### src/rtl/fb_pkg.sv
// Shared types and constants for frame-buffer scan-out.
// Geometry, pixel formats and swap FSM states.
package fb_pkg;

  localparam int FB_WIDTH  = 320;
  localparam int FB_HEIGHT = 180;
  localparam int FB_PIXELS = FB_WIDTH * FB_HEIGHT;
  localparam int FB_ADDR_W = 17;

  typedef struct packed {
    logic [4:0] r;
    logic [5:0] g;
    logic [4:0] b;
  } rgb565_t;

  typedef struct packed {
    logic [7:0] r;
    logic [7:0] g;
    logic [7:0] b;
  } rgb888_t;

  typedef enum logic {
    SWAP_IDLE,
    SWAP_PENDING
  } swap_state_t;

  // MSB replication so full-scale 565 maps to full-scale 888
  function automatic rgb888_t expand565(rgb565_t p);
    rgb888_t q;
    q.r = {p.r, p.r[4:2]};
    q.g = {p.g, p.g[5:4]};
    q.b = {p.b, p.b[4:2]};
    return q;
  endfunction

endpackage

### src/rtl/fb_swap_ctrl.sv
// Double-buffer swap controller.
// Requests are held until the next frame boundary.
module fb_swap_ctrl
  import fb_pkg::*;
(
  input  logic clk,
  input  logic rst_n,
  input  logic nf,
  input  logic swap_req,
  output logic swap_ack,
  output logic front_buf
);

  swap_state_t state, state_d;
  logic        front_d;
  logic        ack_d;

  always_ff @(posedge clk) begin
    if (!rst_n) begin
      state     <= SWAP_IDLE;
      front_buf <= 1'b0;
      swap_ack  <= 1'b0;
    end else begin
      state     <= state_d;
      front_buf <= front_d;
      swap_ack  <= ack_d;
    end
  end

  always_comb begin
    state_d = state;
    front_d = front_buf;
    ack_d   = 1'b0;
    unique case (state)
      SWAP_IDLE: begin
        if (swap_req && nf) begin
          front_d = ~front_buf;
          ack_d   = 1'b1;
        end else if (swap_req) begin
          state_d = SWAP_PENDING;
        end
      end
      SWAP_PENDING: begin
        // further requests are absorbed here
        if (nf) begin
          front_d = ~front_buf;
          ack_d   = 1'b1;
          state_d = SWAP_IDLE;
        end
      end
      default: state_d = SWAP_IDLE;
    endcase
  end

endmodule

### src/rtl/fb_scanout.sv
// Frame-buffer scan-out: screen position to BRAM address,
// read-latency delay line and RGB565 to RGB888 expansion.
module fb_scanout
  import fb_pkg::*;
#(
  parameter int FB_WIDTH    = fb_pkg::FB_WIDTH,
  parameter int FB_HEIGHT   = fb_pkg::FB_HEIGHT,
  parameter int SCALE_SHIFT = 2,
  parameter int MIRROR_X    = 1,
  parameter int RD_LATENCY  = 2,
  parameter int ADDR_W      = fb_pkg::FB_ADDR_W
)(
  input  logic              clk_in,
  input  logic              rst_in,
  input  logic [10:0]       hcount_in,
  input  logic [9:0]        vcount_in,
  input  logic              hs_in,
  input  logic              vs_in,
  input  logic              ad_in,
  input  logic              nf_in,
  input  logic              swap_req_in,
  output logic              swap_ack_out,
  output logic              front_buf_out,
  output logic [ADDR_W-1:0] rd_addr_out,
  input  logic [15:0]       rd_data_in,
  output logic [7:0]        red_out,
  output logic [7:0]        green_out,
  output logic [7:0]        blue_out,
  output logic              hs_out,
  output logic              vs_out,
  output logic              ad_out
);

  localparam int PIXELS = FB_WIDTH * FB_HEIGHT;

  logic [10:0]       x;
  logic [9:0]        y;
  logic [ADDR_W-1:0] xa, ya, col, base, addr_d;
  logic              in_win;

  logic [RD_LATENCY:0]      vld;
  logic [RD_LATENCY:0][2:0] sync_d;
  rgb888_t                  pix;

  fb_swap_ctrl u_swap (
    .clk       (clk_in),
    .rst_n     (rst_in),
    .nf        (nf_in),
    .swap_req  (swap_req_in),
    .swap_ack  (swap_ack_out),
    .front_buf (front_buf_out)
  );

  assign x  = hcount_in >> SCALE_SHIFT;
  assign y  = vcount_in >> SCALE_SHIFT;
  assign xa = ADDR_W'(x);
  assign ya = ADDR_W'(y);

  assign in_win = (xa < ADDR_W'(FB_WIDTH)) &&
                  (ya < ADDR_W'(FB_HEIGHT));

  assign col  = (MIRROR_X != 0) ?
                ADDR_W'(FB_WIDTH - 1) - xa : xa;
  assign base = front_buf_out ? ADDR_W'(PIXELS) : '0;

  // out-of-window reads park at 0; their data is dropped
  assign addr_d = in_win ?
                  base + ya * ADDR_W'(FB_WIDTH) + col : '0;

  always_ff @(posedge clk_in) begin
    if (!rst_in) begin
      rd_addr_out <= '0;
      vld         <= '0;
      sync_d      <= '0;
      pix         <= '0;
      hs_out      <= 1'b0;
      vs_out      <= 1'b0;
      ad_out      <= 1'b0;
    end else begin
      rd_addr_out <= addr_d;
      vld    <= {vld[RD_LATENCY-1:0], in_win & ad_in};
      sync_d <= {sync_d[RD_LATENCY-1:0],
                 {hs_in, vs_in, ad_in}};
      {hs_out, vs_out, ad_out} <= sync_d[RD_LATENCY];
      pix <= vld[RD_LATENCY] ?
             expand565(rgb565_t'(rd_data_in)) : '0;
    end
  end

  assign red_out   = pix.r;
  assign green_out = pix.g;
  assign blue_out  = pix.b;

endmodule

### config.mk
export PLATFORM = sky130hd
export DESIGN_NAME = fb_scanout
export DESIGN_NICKNAME = d
export VERILOG_FILES = /design/src/rtl/fb_pkg.sv /design/src/rtl/fb_swap_ctrl.sv /design/src/rtl/fb_scanout.sv
export SDC_FILE = /design/constraint.sdc
export NUM_CORES = 1
export LEC_CHECK = 0
export ABC_AREA = 1
export CORE_ASPECT_RATIO = 1.75
export CORE_MARGIN = 1.5
export CORE_UTILIZATION = 27
export DETAILED_ROUTE_END_ITERATION = 12
export SETUP_SLACK_MARGIN = 0.05
export SYNTH_ARGS = -nofsm -noshare
export SYNTH_HDL_FRONTEND = slang
export SYNTH_SLANG_ARGS = --single-unit
export TNS_END_PERCENT = 5
### constraint.sdc
create_clock -name clk_in -period 10.96 [get_ports clk_in]
set_input_delay 2.192 -clock clk_in [delete_from_list [all_inputs] [get_ports clk_in]]
set_output_delay 2.192 -clock clk_in [all_outputs]
set_load 0.01 [all_outputs]
# Word-level counts from Yosys, hierarchy flattened
# Index checks and enable logic that the tools add are counted.
# op_classes
add_sub_neg	3
n_mul	1
magnitude_cmp	2
n_eq_ne	2
mux	11
n_bitwise	3
n_reduce_logical	5
# ops
operator	count
$add A16 B17 Y17	1
$add A17 B17 Y17	1
$mux W16	1
$mul A8 B3 Y11 const B	1
$sub A9 B9 Y10 const A	1
$lt A9 B9 Y1 const B	1
$lt A8 B8 Y1 const B	1
$mux W1	7
$pmux W1 S2	3
$reduce_and A2 Y1	3
$logic_and A1 B1 Y1	2
$ne A2 B1 Y1 const B	1
$ne A2 B2 Y1 const B	1
$not A1 Y1	2
$and A1 B1 Y1	1
# totals
reg_bits	59

# Longest topological paths before layout
# Gate-level depths: netlist of the first run.
# depth
ltp_word	3
mapped_depth	21
ltp_nobuf	21

# Cells and area by module
# A second synthesis of the first run with hierarchy kept.
# unflattened
cells_unflattened	314
area_unflattened_um2	2497.4
# modules_own_cells
mod	instances	cells_each	area_per_inst_um2	seq_area_each_um2
fb_scanout	1	301	2393.5	960.9
fb_swap_ctrl	1	13	103.8	60.1

# Least setup slack after synthesis of the first run
# Ideal clock, no wire load.
# synth_timing
path_type	input to register
startpoint	input port vcount_in[3]
endpoint	register rd_addr_out[16]
setup_ps	113
arrival_time_ps	4886
t_required_ps	10847
setup_slack_ps	5961
cell_stages	20
cell_sequence	ha_1 > ha_1 > fa_1 > nand3_1 > nand2_1 > nand2_1 > a21oi_1 > o21ai_0 > nand2_1 > fa_1 > inv_1 > ha_1 > nand2_1 > inv_1 > a21oi_1 > nand2_1 > nor2_1 > nand2_1 > nand2_1 > nor2_1
# synth_between
elab_chain_cells	3
word_cells_on_any_way	6
classes_between	add/sub (2); mul (1); order compare (1); reduce/logical (2)
# synth_lines
item	line_no	text
from (decl)	fb_scanout.sv:16	input logic [9:0] vcount_in,
$mul A8 B3 Y11 / $lt A8 B8 Y1 (equally long branches)	fb_scanout.sv:68, fb_scanout.sv:60	
$add A16 B17 Y17 / $logic_and A1 B1 Y1 (equally long branches)	fb_scanout.sv:68, fb_scanout.sv:59	
$add A17 B17 Y17 / $reduce_and A2 Y1 (equally long branches)	--	
to (signal assigned)	fb_scanout.sv:80	rd_addr_out <= addr_d;
to (decl)	fb_scanout.sv:24	output logic [ADDR_W-1:0] rd_addr_out,
# Parallel ways exist; a longest one is shown, timed or not.
# A chain may end at the register's enable or synchronous reset.

# Final worst setup path of the first run
# layout_timing
startpoint	input port vcount_in[5]
endpoint	register rd_addr_out[16]
# Same word-level chain as after synthesis.

==> summary.txt, run 1 <==
Core area = 9090 sq um
Final hold violation count = 0
Start point of the worst hold path = vld[0]
Post-cts gate resize count = 0
GRT Total Usage = 10.8%
Layout Utilization = 39.6%
Flop2flop setup slack = 8.62 ns
Syn Nets = 391
Slew Limit Fails = 0
Critical Path Max Stage Delay = 0.52 ns
Worst Path Required = 11.15 ns
Mapped Area = 2540 sq um
Syn_area_per_cell = 8.11 sq um
Hold EP = vld[1]
Syn Inst Count = 313
Worst path slowest cell = clkdlybuf4s50_1
Worst path cell trace = clkdlybuf4s50_1 -> ha_1 -> ha_1 -> fa_1 -> nand3_1 -> nand2_1 -> nand2_1 -> a21oi_1 -> o21ai_0 -> nand2_1 -> fa_1 -> inv_1 -> ha_1 -> nand2_1 -> inv_1 -> a21oi_1 -> nand2_1 -> nor2_1 -> nand2_1 -> nand2_1 -> nor2_1
CTS root buffer = clkbuf_16
FMAX = 183 MHz
Worst slew pin tran = 0.613 ns
Die height = 131 um
Post-synth top area share = 40.2%
DR WL/cell = 9.49 um
CTS Hold Buffers Added = 0
Power Total = 508 uW
Hold depth = 2
Setup Skew = 0.00321 ns
Reg2reg path depth = 9
CTS H-tree depth = 2
Area growth from synthesis to layout = 41.8%
Fill count = 993
Top area cells in the synthesized netlist = dfxtp_1 40%, ha_1 14%, inv_1 9.5%
Drt pass-1 iters = 4
CTS sink count = 51
Placed cells = 506
Crit path capture type = flop
Post-DP HPWL = 4.07 mm
Skew-Pair Late Insertion Delay = 0.29 ns
Synth top cells by count = 64 x inv_1, 58 x nand2_1, 51 x dfxtp_1
N_diodes = 0
Syn. warnings = 0
Sequential area share after synthesis = 40.2%
Arrival time worst endpoint = 5.65 ns
Worst setup SP type = input pin
Placed inst area = 3460 sq um
Largest net degree at the start of global routing = 19
Flops & latches, synth = 51
Starting Density = 27.9%
Number of cell rows = 46
Drt first-iter violations = 23
Reg-to-reg endpoint = rd_addr_out[13]
Multi-input gate area = 1180 sq um
Largest area contributor in the netlist = dfxtp_1
Crit path kind = input pin to flop
Global-route wire length before repair = 8.71 mm
Leakage Power = 0.00182 uW
Via count of the first global-routing pass = 2037
Cell with the most instances after synthesis = inv_1
Pwr dens = 141 nW/um^2
Worst-case clock buffer depth = 2
Port Buffers = 85
Share of layout cells above drive strength 1 = 5.84%
EDFF count, synth = 0
RSZ-0062 raised after global routing = no
Min-delay worst type = flop to flop
Final Setup Violations = 0
# IOs = 90
Yosys cell types = 29
Total number of vias = 2071
Max-cap violation count = 0
Grt ovf = 0
Crit path max fanout = 3
Synth Flop Type = dfxtp_1
CTS Buf Count = 5
Worst VDD drop = 0.0587 mV
CTS tree = done
Nets = 471
Outcome = finished, final reports clean
Reg clk slew, reported paths = 0.06 ns
Ys async rst share = 0%
Via/cell ratio = 4.03
Antenna-violating nets left = 0
Crit-path most repeated cell = nand2_1
Die Area = 10000 sq um
Setup TNS = 0 ns
DRC errors left = 0
Reg area = 1020 sq um
Initial antenna violation count = 0
Final GP Congestion = 0.787
Setup Fix Bufs, Post-CTS = 0
Die extent in x = 76.3 um
Headroom to the max-slew limit = 59.0%
Reg2reg start = u_swap.front_buf
Final period utilization = 49.8%
Fin area = 3600 sq um
Final std cells w/o fill = 514
Fin crit period = 5.46 ns
Wirelength, routed = 4.88 mm
## registers in the layout, summed over array words and instances, names as in the netlist
| name | cells |
|---|---|
| sync_d | 9 |
| u_swap.front_buf | 1 |
| hs_out | 1 |
| ad_out | 1 |
| red_out | 5 |
| u_swap.swap_ack | 1 |
| rd_addr_out | 17 |
| u_swap.state | 1 |
| vld | 3 |
| vs_out | 1 |
| green_out | 6 |
| blue_out | 5 |
## where the power goes
part           switching, uW  internal [uW]
sequential              2.61            195
combinational           87.2           73.3
clock                   65.8           84.1
## critical path: cells and delay by family
family                     cells  cell delay, ns
AOI/OAI and AO/OA              3            0.36
and+or+nand+nor               10            0.81
adders and majority gates      5            1.66
buffers and inverters          3            0.61
## logic make-up after synthesis
group	synth area share, %
fa+ha+maj	18.5
flops	40.2
xor+xnor	2.07
compound gates	5.57
buf+inv	13.3
simple gates	20.4
## per-layer routing
| layer | global-route usage [%] | wire (um) | vias up |
|---|---|---|---|
| li1 | - | - | 1088 |
| met1 | 9.90 | 1850 | 914 |
| met2 | 21.0 | 2680 | 61 |
| met3 | 2.15 | 204 | 8 |
| met4 | 6.48 | 148 | 0 |
| met5 | 0 | 0 | - |
## worst max path at each step
stage	end	slack, ns	depth (start not counted)	start
detailed placement	rd_addr_out[16]	5.18	21	vcount_in[5]
global route	rd_addr_out[16]	5.12	21	vcount_in[5]
global placement	rd_addr_out[16]	5.20	21	vcount_in[3]
floorplan	rd_addr_out[16]	5.96	20	vcount_in[3]
finish	rd_addr_out[16]	5.50	21	vcount_in[5]
CTS	rd_addr_out[16]	5.48	21	vcount_in[5]
## layout by cell type (no fill, tap or decap), drive strengths merged, types with 4 or more instances in the layout
master         netlist  final
a21oi               14     14
clkbuf               1      5
clkdlybuf4s50        0     85
dfxtp               51     51
fa                   6      6
ha                  28     28
inv                 67     67
nand2               61     61
nand3               12     12
nor2                43     43
o21ai                4      4
## cell type report
| cell class | instances | area share, % |
|---|---|---|
| flip-flops and latches | 51 | 28.4 |
| clock inverters | 3 | 0.556 |
| multi-input cells | 183 | 32.8 |
| well taps | 120 | 4.17 |
| clock buffers | 5 | 3.47 |
| inverters | 67 | 6.98 |
| repair buffers | 85 | 23.6 |
## stage by stage
stage	hold slack [ns]	worst slack, ns
CTS	0.413	5.48
finish	0.411	5.50
global route	0.426	5.12
detailed placement	0.396	5.18
floorplan	0.390	5.96
global placement	0.391	5.20
Power figures use the tool's default switching activity.
==> run 2, diff against run 1 <==
- clock period: 10.96 -> 5.1 ns (I/O delays scaled with it)
==> summary.txt, run 2 (same netlist as run 1, synthesis figures left out) <==
Crit path max fanout = 3
Port Buffers = 85
Crit path capture type = flop
Largest net degree at the start of global routing = 19
N_diodes = 0
Setup Fix Bufs, Post-CTS = 0
Share of layout cells above drive strength 1 = 6.08%
Worst setup SP type = input pin
Final Setup Violations = 0
FMAX = 234 MHz
Pwr dens = 302 nW/um^2
Sequential power share = 39.1%
Initial antenna violation count = 0
Worst VDD drop = 0.127 mV
# IOs = 90
Die Area = 10000 sq um
CTS root buffer = clkbuf_16
Most frequent cells in the layout = 85 x clkdlybuf4s50_1, 64 x inv_1, 58 x nand2_1
Commonest non-fill, non-tap cell in the layout = clkdlybuf4s50_1
Number of flip-flops in the largest register = 17
Slew Limit Fails = 0
RSZ-0062 raised after global routing = no
DRC errors left = 0
CTS H-tree depth = 2
Number of cell rows = 46
Reg clk slew, reported paths = 0.07 ns
Wirelength, routed = 5.00 mm
Global-route wire length before repair = 8.76 mm
Worst slew pin tran = 0.504 ns
Area growth from synthesis to layout = 41.9%
Post-DP HPWL = 4.12 mm
Die extent in x = 76.3 um
Outcome = finished, final reports clean
Total number of vias = 2087
Via/cell ratio = 4.05
Fin area = 3600 sq um
Die height = 131 um
Post-cts gate resize count = 0
Met2 routed WL = 2.76 mm
Net switching power = 332 uW
Final std cells w/o fill = 515
Reg with most FFs = rd_addr_out
Grt ovf = 0
Top Layer Used = met4
Arrival time worst endpoint = 4.47 ns
Setup Skew = 0.00570 ns
Skew-Pair Late Insertion Delay = 0.29 ns
Headroom to the max-slew limit = 66.3%
GRT Total Usage = 10.9%
Reg area = 1020 sq um
Final period utilization = 83.9%
Sw Ratio = 30.5%
Clk pwr share = 29.1%
Final hold violation count = 0
Logic pwr share = 31.8%
Leakage Power = 0.00184 uW
Nets = 472
Fill count = 968
Placed cells = 507
Antenna-violating nets left = 0
Starting Density = 27.9%
Max-cap violation count = 0
CTS Buf Count = 5
CTS sink count = 51
Crit path kind = input pin to flop
Drt pass-1 iters = 4
Min-delay worst type = flop to flop
DR WL/cell = 9.71 um
Final GP Congestion = 0.824
Placed inst area = 3460 sq um
Fin crit period = 4.28 ns
P_int = 757 uW
Worst Path Required = 5.29 ns
Core area = 9090 sq um
Met3 wire len = 215 um
Worst-case clock buffer depth = 2
Via count of the first global-routing pass = 2034
CTS Hold Buffers Added = 0
Setup TNS = 0 ns
CTS tree = done
Met1 wire length = 1.87 mm
Drt first-iter violations = 34
Multi-input gate area = 1180 sq um
run 2: changes by cell type in the layout (fill, tap and decap cells not counted), sizes merged:
cell      delta
buf          +1
clkinvlp     -2
clkinv       +2
run 2: final timing paths:
kind                    start  cells after the start               to  slack, ns
max reg2reg  u_swap.front_buf                      9  rd_addr_out[13]       2.75
min                    vld[1]                      2           vld[2]       0.41
min reg2reg            vld[1]                      2           vld[2]       0.41
max              vcount_in[5]                     21  rd_addr_out[16]       0.82
run 2: area by class of cell:
| class | count | area share, % |
|---|---|---|
| clock buffer | 5 | 3.47 |
| clock inverter | 3 | 0.417 |
| multi-input combinational | 183 | 32.8 |
| tap | 120 | 4.17 |
| sequential | 51 | 28.3 |
| inverter | 67 | 6.98 |
| timing repair buffer | 86 | 23.8 |
run 2: per-stage QoR:
step	total power (uW)	hold slack [ns]	setup WS, ns	util [%]
after CTS	1110	0.412	0.818	39.6
after global routing	1180	0.424	0.553	39.6
final	1090	0.411	0.823	39.6
after detailed placement	784	0.396	0.509	38.1
after floorplan	668	0.390	1.27	-
after global placement	779	0.391	0.541	38.1
run 2: power groups by stage:
| stage | Sequential (uW) | Clock, uW | Combinational, uW |
|---|---|---|---|
| 2_1_floorplan | 443 | 0 | 224 |
| 3_3_place_gp | 434 | 0 | 345 |
| 5_1_grt | 427 | 353 | 400 |
| 4_1_cts | 426 | 335 | 352 |
| 3_5_place_dp | 435 | 0 | 349 |
| 6_report | 425 | 317 | 347 |
run 2: routing by layer:
layer | vias up | track usage [%]
li1 | 1093 | -
met1 | 919 | 10.2
met2 | 65 | 21.0
met3 | 10 | 2.15
met4 | 0 | 6.79
met5 | - | 0
run 2: critical path, stage by stage:
cell             delay [ns]
clkdlybuf4s50_1        0.53
ha_1                   0.25
ha_1                   0.23
fa_1                   0.41
nand3_1                0.10
nand2_1                0.08
nand2_1                0.08
a21oi_1                0.08
o21ai_0                0.14
nand2_1                0.09
fa_1                   0.49
inv_1                  0.04
ha_1                   0.30
nand2_1                0.09
inv_1                  0.04
a21oi_1                0.13
nand2_1                0.06
nor2_1                 0.15
nand2_1                0.07
nand2_1                0.05
nor2_1                 0.04
